**src/rtl/key_seq_pkg.sv**
```systemverilog
// Shared types and sizing helpers for the key load sequencer.
// Holds the FSM state enum, beat-count and index-width helpers.
package key_seq_pkg;

    typedef enum logic [1:0] {
        S_IDLE,
        S_COLLECT,
        S_COMMIT,
        S_WIPE
    } seq_state_e;

    // Number of DW-wide beats making up one W-bit key.
    function automatic int nbeats(input int w, input int dw);
        return w / dw;
    endfunction

    // Index width for a count of n items, never below 1 bit.
    function automatic int idx_w(input int n);
        return (n > 1) ? $clog2(n) : 1;
    endfunction

endpackage

```
**src/rtl/key_load_sequencer_rr_arbiter.sv**
```systemverilog
// Combinational round-robin arbiter: first request at or after ptr wins.
// Ports: req (request vector), ptr (start index), gnt (one-hot), gnt_idx, gnt_any.
module rr_arbiter
    import key_seq_pkg::*;
#(
    parameter int NREQ = 3,
    parameter int IW   = idx_w(NREQ)
) (
    input  logic [NREQ-1:0] req,
    input  logic [IW-1:0]   ptr,
    output logic [NREQ-1:0] gnt,
    output logic [IW-1:0]   gnt_idx,
    output logic            gnt_any
);

    logic [IW:0] pos;

    always_comb begin
        gnt     = '0;
        gnt_idx = '0;
        gnt_any = 1'b0;
        pos     = '0;
        for (int k = 0; k < NREQ; k++) begin
            // ptr < NREQ and k < NREQ, so one subtraction wraps
            pos = {1'b0, ptr} + (IW+1)'(k);
            if (pos >= (IW+1)'(NREQ)) begin
                pos = pos - (IW+1)'(NREQ);
            end
            if (!gnt_any && req[pos[IW-1:0]]) begin
                gnt[pos[IW-1:0]] = 1'b1;
                gnt_idx          = pos[IW-1:0];
                gnt_any          = 1'b1;
            end
        end
    end

endmodule

```
**src/rtl/key_load_sequencer.sv**
```systemverilog
// Arbitrates NREQ key writers onto the key register; sequences load and wipe.
// Ports: req_valid/req_data/req_last in, req_ready/req_done/req_err out,
//  soft_zeroize/tamper in, key_load/key_data/key_zeroize/grant_id/busy out.
//  With KEY_SEQ_LOCK_EN defined: lock in, locked out (sticky load lock).
module key_load_sequencer
    import key_seq_pkg::*;
#(
    parameter int W     = 128,
    parameter int DW    = 32,
    parameter int NREQ  = 3,
    parameter int ZHOLD = 4
) (
    input  logic                   clk,
    input  logic                   rst,
    input  logic [NREQ-1:0]        req_valid,
    input  logic [NREQ*DW-1:0]     req_data,
    input  logic [NREQ-1:0]        req_last,
    output logic [NREQ-1:0]        req_ready,
    output logic [NREQ-1:0]        req_done,
    output logic [NREQ-1:0]        req_err,
    input  logic                   soft_zeroize,
    input  logic                   tamper,
    output logic                   key_load,
    output logic [W-1:0]           key_data,
    output logic                   key_zeroize,
    output logic [idx_w(NREQ)-1:0] grant_id,
    output logic                   busy
`ifdef KEY_SEQ_LOCK_EN
    ,
    input  logic                   lock,
    output logic                   locked
`endif
);

    localparam int NBEATS = nbeats(W, DW);
    localparam int IW     = idx_w(NREQ);
    localparam int BW     = idx_w(NBEATS);
    localparam int CW     = idx_w(ZHOLD);

    seq_state_e      state_q, state_d;
    logic [IW-1:0]   rr_ptr_q;
    logic [IW-1:0]   ptr_next;
    logic [NREQ-1:0] grant_oh_q;
    logic [W-1:0]    staging_q;
    logic [BW-1:0]   beat_q;
    logic [CW-1:0]   hold_q;

    logic [NREQ-1:0] arb_gnt;
    logic [IW-1:0]   arb_idx;
    logic            arb_any;

    logic            wipe_req;
    logic            cur_valid;
    logic            cur_last;
    logic [DW-1:0]   cur_data;
    logic            is_final;
    logic            do_grant;
    logic            do_store;
    logic            do_drop;
    logic            locked_eff;
    logic [NREQ-1:0] lock_err;

    assign wipe_req = soft_zeroize | tamper;
    assign is_final = (beat_q == BW'(NBEATS-1));
    assign ptr_next = (grant_id == IW'(NREQ-1)) ? '0 : grant_id + IW'(1);
    assign busy     = (state_q != S_IDLE);
    assign key_data = key_load ? staging_q : '0;

    rr_arbiter #(
        .NREQ (NREQ),
        .IW   (IW)
    ) u_arb (
        .req     (req_valid),
        .ptr     (rr_ptr_q),
        .gnt     (arb_gnt),
        .gnt_idx (arb_idx),
        .gnt_any (arb_any)
    );

    always_comb begin
        cur_valid = 1'b0;
        cur_last  = 1'b0;
        cur_data  = '0;
        for (int i = 0; i < NREQ; i++) begin
            if (grant_id == IW'(i)) begin
                cur_valid = req_valid[i];
                cur_last  = req_last[i];
                cur_data  = req_data[DW*i +: DW];
            end
        end
    end

`ifdef KEY_SEQ_LOCK_EN
    logic            locked_q;
    logic [NREQ-1:0] valid_q;

    always_ff @(posedge clk or posedge rst) begin
        if (rst) begin
            locked_q <= 1'b0;
            valid_q  <= '0;
        end else begin
            valid_q <= req_valid;
            if (state_q == S_WIPE && state_d == S_IDLE) begin
                locked_q <= 1'b0;
            end else if (state_q == S_IDLE && lock && !wipe_req) begin
                locked_q <= 1'b1;
            end
        end
    end

    // Same-cycle lock already blocks the grant
    assign locked_eff = locked_q | lock;
    assign lock_err   = (state_q == S_IDLE && locked_eff && !wipe_req) ?
                        (req_valid & ~valid_q) : '0;
    assign locked     = locked_q;
`else
    assign locked_eff = 1'b0;
    assign lock_err   = '0;
`endif

    always_comb begin
        state_d     = state_q;
        req_ready   = '0;
        req_done    = '0;
        req_err     = '0;
        key_load    = 1'b0;
        key_zeroize = 1'b0;
        do_grant    = 1'b0;
        do_store    = 1'b0;
        do_drop     = 1'b0;
        unique case (state_q)
            S_IDLE: begin
                req_err = lock_err;
                if (!wipe_req && arb_any && !locked_eff) begin
                    do_grant = 1'b1;
                    state_d  = S_COLLECT;
                end
            end
            S_COLLECT: begin
                if (!wipe_req) begin
                    req_ready = grant_oh_q;
                    if (cur_valid) begin
                        if (cur_last && is_final) begin
                            do_store = 1'b1;
                            state_d  = S_COMMIT;
                        end else if (cur_last || is_final) begin
                            req_err = grant_oh_q;
                            do_drop = 1'b1;
                            state_d = S_IDLE;
                        end else begin
                            do_store = 1'b1;
                        end
                    end
                end
            end
            S_COMMIT: begin
                if (!wipe_req) begin
                    key_load = 1'b1;
                    req_done = grant_oh_q;
                    do_drop  = 1'b1;
                    state_d  = S_IDLE;
                end
            end
            S_WIPE: begin
                key_zeroize = 1'b1;
                if (hold_q == '0) begin
                    state_d = S_IDLE;
                end
            end
            default: state_d = S_IDLE;
        endcase
        if (wipe_req) begin
            state_d = S_WIPE;
        end
    end

    always_ff @(posedge clk or posedge rst) begin
        if (rst) begin
            state_q    <= S_IDLE;
            rr_ptr_q   <= '0;
            grant_id   <= '0;
            grant_oh_q <= '0;
            staging_q  <= '0;
            beat_q     <= '0;
            hold_q     <= '0;
        end else begin
            state_q <= state_d;
            if (wipe_req) begin
                // Every wipe request (re)starts the full hold
                hold_q    <= CW'(ZHOLD-1);
                staging_q <= '0;
                beat_q    <= '0;
            end else begin
                if (state_q == S_WIPE && hold_q != '0) begin
                    hold_q <= hold_q - CW'(1);
                end
                if (do_grant) begin
                    grant_id   <= arb_idx;
                    grant_oh_q <= arb_gnt;
                end
                if (do_store) begin
                    for (int b = 0; b < NBEATS; b++) begin
                        if (beat_q == BW'(b)) begin
                            staging_q[DW*b +: DW] <= cur_data;
                        end
                    end
                    beat_q <= beat_q + BW'(1);
                end
                if (do_drop) begin
                    staging_q <= '0;
                    beat_q    <= '0;
                    rr_ptr_q  <= ptr_next;
                end
            end
        end
    end

endmodule

```
**config.mk**
```make
export PLATFORM = sky130hd
export DESIGN_NAME = key_load_sequencer
export DESIGN_NICKNAME = d
export VERILOG_FILES = /design/src/rtl/key_seq_pkg.sv /design/src/rtl/key_load_sequencer_rr_arbiter.sv /design/src/rtl/key_load_sequencer.sv
export SDC_FILE = /design/constraint.sdc
export NUM_CORES = 1
export LEC_CHECK = 0
export ABC_AREA = 1
export CAP_MARGIN = 5
export CELL_PAD_IN_SITES_DETAIL_PLACEMENT = 2
export CELL_PAD_IN_SITES_GLOBAL_PLACEMENT = 2
export CORE_UTILIZATION = 28
export DETAILED_ROUTE_END_ITERATION = 8
export PLACE_DENSITY_LB_ADDON = 0.1
export SETUP_SLACK_MARGIN = 0.15
export SLEW_MARGIN = 20
export SYNTH_ARGS = -nofsm -noshare
export SYNTH_HDL_FRONTEND = slang
export SYNTH_SLANG_ARGS = --single-unit
```
**constraint.sdc**
```tcl
create_clock -name clk -period 12.4 [get_ports clk]
set_input_delay 1.24 -clock clk [delete_from_list [all_inputs] [get_ports clk]]
set_output_delay 1.24 -clock clk [all_outputs]
set_load 0.05 [all_outputs]
```
After elaboration in Yosys (flattened, before gate mapping)

Cells that the tools add are included.

Div/mod/pow operators: 0
Multiplexer cells: 77
Equal/unequal tests: 12
Shift-type cells: 0
Reductions and logical operators: 31
$lt $le $gt $ge: 9
Multipliers: 0
Bitwise operators: 4
Add/sub/neg operators: 8

Operator list:

| kind                                                 | count |
|---|---|
| two-way mux 128 bit                                  | 4 |
| two-way mux 32 bit                                   | 7 |
| two-way mux 2 bit                                    | 18 |
| two-way mux 3 bit                                    | 11 |
| two-way mux 1 bit                                    | 29 |
| nonzero test 3 bit                                   | 5 |
| AND reduction 2 bit                                  | 6 |
| == test 2 bit (second input constant)                | 5 |
| < comparator 2 x 3 -> 1 bit (second input constant)  | 3 |
| inequality test 3 bit (second input constant)        | 3 |
| logical AND 1 bit                                    | 8 |
| logical NOT 2 bit                                    | 4 |
| case mux 2 bit (4 select lines)                      | 1 |
| binary-select mux 1 bit (select 2 bit)               | 3 |
| demux 1 bit (select 2 bit)                           | 3 |
| == test 2 x 1 -> 1 bit (second input constant)       | 3 |
| >= comparator 2 x 1 -> 1 bit (second input constant) | 3 |
| >= comparator 3 x 2 -> 1 bit (second input constant) | 2 |
| OR 3 bit                                             | 2 |
| nonzero test 2 bit                                   | 3 |
| subtractor 2 bit (second input constant)             | 3 |
| adder 2 x 1 -> 2 bit (second input constant)         | 2 |
| inequality test 4 bit (second input constant)        | 1 |
| AND reduction 4 bit                                  | 1 |
| 9 further kinds                                      | 11 |

Memory bits (read-only): 0
Bits in latches: 0
Register bits after elaboration: 141
Word-level logic and storage cells: 151
Memory bits (writable): 0
Input bits: 106
Memories kept: 0

Logic depth before layout (Yosys ltp)

Word-level depth: 15
Depth in mapped cells: 15
Depth with buffers taken out: 13

Hierarchy

Synthesis repeated with hierarchy kept, for this count alone.

Cell total of the unflattened synthesis: 1,199
Area, all modules: 8,728.4 um2

Modules (own cells, without submodules):

| module             | area an instance (um2) | times used | cells an instance |
|---|---|---|---|
| key_load_sequencer | 8,400.6                | 1          | 1,135 |
| rr_arbiter         | 327.8                  | 1          | 64 |

Worst setup path before layout

Ideal clock, no wire load.

Kind: in2out
Start: in req_last[1]
End: out req_err[0]
Data required time: 11.160 ns
Setup slack: 8.082 ns
Buffers on the path: 0
Arrival: 3.078 ns
Stages: 7
Cells stage by stage: nand2_1 -> a221oi_1 -> inv_1 -> ha_1 -> inv_1 -> nand3_1 -> nor3_1

Cells in the longest elaborated chain, start to end: 8
Elaborated cells between the ends (all ways): 9
Classes of those cells: mux: 7; reduce/logical: 2

RTL lines:

| element                           | RTL line                  | text |
|---|---|---|
| start: declaration                | key_load_sequencer.sv:17  | `input logic [NREQ-1:0] req_last,` |
| two-way mux 1 bit * (2 in series) | key_load_sequencer.sv:85  | `if (grant_id == IW'(i)) begin` |
| logical OR 1 bit                  | key_load_sequencer.sv:146 | `end else if (cur_last \|\| is_final) begin` |
| two-way mux 3 bit                 | key_load_sequencer.sv:146 |  |
| two-way mux 3 bit *               | key_load_sequencer.sv:143 | `if (cur_last && is_final) begin` |
| two-way mux 3 bit *               | key_load_sequencer.sv:142 | `if (cur_valid) begin` |
| two-way mux 3 bit *               | key_load_sequencer.sv:140 | `if (!wipe_req) begin` |
| two-way mux 3 bit *               | key_load_sequencer.sv:131 | `unique case (state_q)` |
| end: declaration                  | key_load_sequencer.sv:20  | `output logic [NREQ-1:0] req_err,` |

Mark *: on every way between the ends. The rest lies on a longest branch, timed or not.

Worst setup path in the final report

Start: in tamper
End: out key_data[95]

Cells in the longest elaborated chain, start to end: 4

RTL lines:

| element             | RTL line                  | text |
|---|---|---|
| start: declaration  | key_load_sequencer.sv:22  | `input logic tamper,` |
| OR 1 bit            | key_load_sequencer.sv:63  | `assign wipe_req = soft_zeroize \| tamper;` |
| two-way mux 1 bit   | key_load_sequencer.sv:157 | `if (!wipe_req) begin` |
| two-way mux 1 bit   | key_load_sequencer.sv:131 |  |
| two-way mux 128 bit | key_load_sequencer.sv:67  | `assign key_data = key_load ? staging_q : '0;` |
| end: declaration    | key_load_sequencer.sv:24  | `output logic [W-1:0] key_data,` |

Every way passes these cells.

==> run_results.csv <==
group,metric,value,unit
worst_setup_path,start_kind,"input port",
clock_tree,cts-hold-fix-buffers,0,
floorplan,dieArea,0.0315,mm²
timing,max_freq,190,MHz
floorplan,die-width,178,µm
clock_tree,cts_setup_buffers,0,
timing,hold_viol,0,
logic_synthesis,postSynthCellCount,1200,
timing,tns,0,ns
global_route,gr-total-overflow,0,
timing,fin_skew,0.0145,ns
power_and_ir_drop,power_density,142,mW/mm²
timing,rsz0062_at_grt,"no",
layout,nets,1494,
worst_setup_path,crit_path_cell_trace,"clkdlybuf4s50_1 -> nor2_4 -> nand2_4 -> buf_4 -> nor2_1 -> clkdlybuf4s50_1",
global_route,track_usage,23.0,%
detailed_routing,wire_per_inst,20.2,µm
worst_setup_path,cpPeakStageDelay,0.82,ns
layout,finish.instance_area,0.0117,mm²
global_route,antenna_found_initial,0,
hold_path,min_path_type,"flip-flop to flip-flop",
timing,setup_viol,0,
timing,fin_crit,5.27,ns
detailed_routing,viasPerCell,5.17,
timing,slew_violations,0,
power_and_ir_drop,p_leak,5.16,nW
global_route,grt_pass1_vias,9611,
global_route,grt_pass1_wl,55.5,mm
power_and_ir_drop,vdd_drop_max,0.0925,mV
worst_setup_path,crit_path_end_kind,"output port",
worst_setup_path,cpMostUsedCell,"clkdlybuf4s50_1",
logic_synthesis,synth_cell_types,26,
floorplan,die_h,178,µm
logic_synthesis,yosys_warnings,0,
clock_tree,clk_latency,0.43,ns
power_and_ir_drop,power,0.00166,W
detailed_routing,drc,0,
worst_setup_path,path_max_fanout,82,
worst_setup_path,arrival,4.03,ns
layout,drive_above_1_share,4.48,%
clock_tree,root_buffer,"clkbuf_16",
detailed_routing,drt_pass1_iterations,4,
clock_tree,cts_buffers,17,
placement,io_buffers,247,
floorplan,rows,63,
worst_setup_path,worst-endpoint-required,11.16,ns
timing,fin_crit_sh,42.5,%
worst_setup_path,slowest_stage,"buf_4",
timing,worst_pin_slew,1.03,ns
detailed_routing,drt_iter0_drc,598,
logic_synthesis,yosysTopAreaCellShare,40.9,%
outcome,status,"completed",
placement,place_congestion,0.787,
timing,relSlewSlack,31.5,%
timing,holdWs,0.491,ns
floorplan,num_io_pins,248,
clock_tree,cts_num_sinks,141,
floorplan,core_area,0.0300,mm²
clock_tree,cts_tree,"built",
detailed_routing,wirelength,35.9,mm
detailed_routing,num_vias,9188,
placement,hpwl,24.0,mm
clock_tree,cts_resized,0,
logic_synthesis,synth_top_area_cell,"dfrtp_1",
clock_tree,cts.htree.levels,4,
clock_tree,cts_buffer_depth,2,
logic_synthesis,syn_nets,1321,
floorplan,start_util,28.8,%
placement,placed_area,0.0111,mm²
layout,area_delta_synth_final,35.9,%
detailed_routing,ant_nets,0,
logic_synthesis,ys_ff_latch,141,
logic_synthesis,ys_seq_area_share,40.9,%
logic_synthesis,yosys-top-cells-area,"dfrtp_1 (41%), nand4_1 (19%), nand2_1 (12%)",
logic_synthesis,syn_avg_cell_area,7.19,µm²
logic_synthesis,syn-cell-area,0.00862,mm²
layout,layout_common_cells,"nand2_1 (280), nand4_1 (261), clkdlybuf4s50_1 (247), inv_1 (166), dfrtp_1 (141)",
flow_run,max_cap_violations,0,
worst_setup_path,critical_path_class,"input port to output port",
global_route,grt_max_degree,264,
layout,final_common_cell,"nand2_1",
clock_tree,path_clk_slew,0.07,ns
[worst paths after layout]
kind / from / endpoint / slack (ns) / depth (start not counted)
min reg2reg: grant_oh_q[2]$_DFFE_PP0P_ / grant_oh_q[2]$_DFFE_PP0P_ / 0.49 / 2
min: grant_oh_q[2]$_DFFE_PP0P_ / grant_oh_q[2]$_DFFE_PP0P_ / 0.49 / 2
min in group asynchronous: rst / staging_q[85]$_DFFE_PP0P_ / 1.30 / 2
max: tamper / key_data[95] / 7.13 / 6
max in group asynchronous: rst / staging_q[42]$_DFFE_PP0P_ / 9.58 / 3
max reg2reg: grant_id[0]$_DFFE_PP0P_ / staging_q[27]$_DFFE_PP0P_ / 7.98 / 13
[stage by stage]
step                      std cells  worst slack [ns]  util, %
after floorplan                1200              7.38        -
after global placement         1743              6.98     37.2
after detailed placement       1743              6.92     37.2
after CTS                      1774              6.92     39.0
after global routing           1775              6.91     39.1
final                          1776              7.13     39.1
[cells in the mapped netlist]
cell	n
dfrtp_1	141
inv_1	167
nor2_2	5
inv_2	5
a31oi_1	2
buf_2	42
o21ai_0	7
nand3_1	50
a221oi_1	1
nand2_1	281
buf_1	11
nor2_1	142
ha_1	15
buf_6	9
nand3_2	1
buf_8	1
nor3_1	5
nor2_4	2
clkbuf_1	31
xor2_1	1
nand2_2	1
nand3_4	1
buf_4	11
nand2_4	2
a21oi_1	5
nand4_1	261
[flip-flops by register name (all words and copies together), names as in the netlist]
signal and cells:
staging_q 128, grant_oh_q 3, beat_q 2, grant_id 2, hold_q 2, rr_ptr_q 2
state_q 2
[layout make-up]
type,instances,area (µm²)
inverter,172,651
multi-input combinational,782,3910
clock buffer,19,433
fill,3524,18200
antenna,1,2.50
tap,390,488
clock inverter,12,116
timing repair buffer,259,2590
sequential,141,3530
[kinds of logic (layout without fill, tap and decap cells)]
| logic type | count (synthesis) | count (layout) | synth area share, % |
|---|---|---|---|
| AND/OR/NAND/NOR | 751 | 751 | 41.8 |
| buffers and inverters | 277 | 462 | 14.1 |
| flip-flops | 141 | 141 | 40.9 |
| adder cells (fa/ha/maj) | 15 | 15 | 2.18 |
| AO/OA/AOI/OAI | 15 | 15 | 0.943 |
| XOR/XNOR | 1 | 1 | 0.102 |
| other | 0 | 1 | 0 |
[critical path, delay by kind of cell]
family,cells,cell delay (ns)
buffers and inverters,3,2.08
AND/OR/NAND/NOR,3,0.67
[metal layers]
layer / GRT usage, % / wire length, µm / up-vias
met5: 0 / 0 / -
met3: 5.46 / 1970 / 28
met4: 5.77 / 607 / 0
met1: 29.8 / 16300 / 4618
met2: 38.2 / 17100 / 231
li1: - / - / 4311
[report_power, final]
group | leakage, nW | internal [W] | total [W] | switching [W]
Combinational | 2.96 | 0.000145 | 0.000670 | 0.000525
Sequential | 1.95 | 0.000477 | 0.000495 | 0.0000181
Clock | 0.252 | 0.000277 | 0.000495 | 0.000218
Total | 5.16 | 0.000900 | 0.00166 | 0.000761
Power figures use the tool's default switching activity.
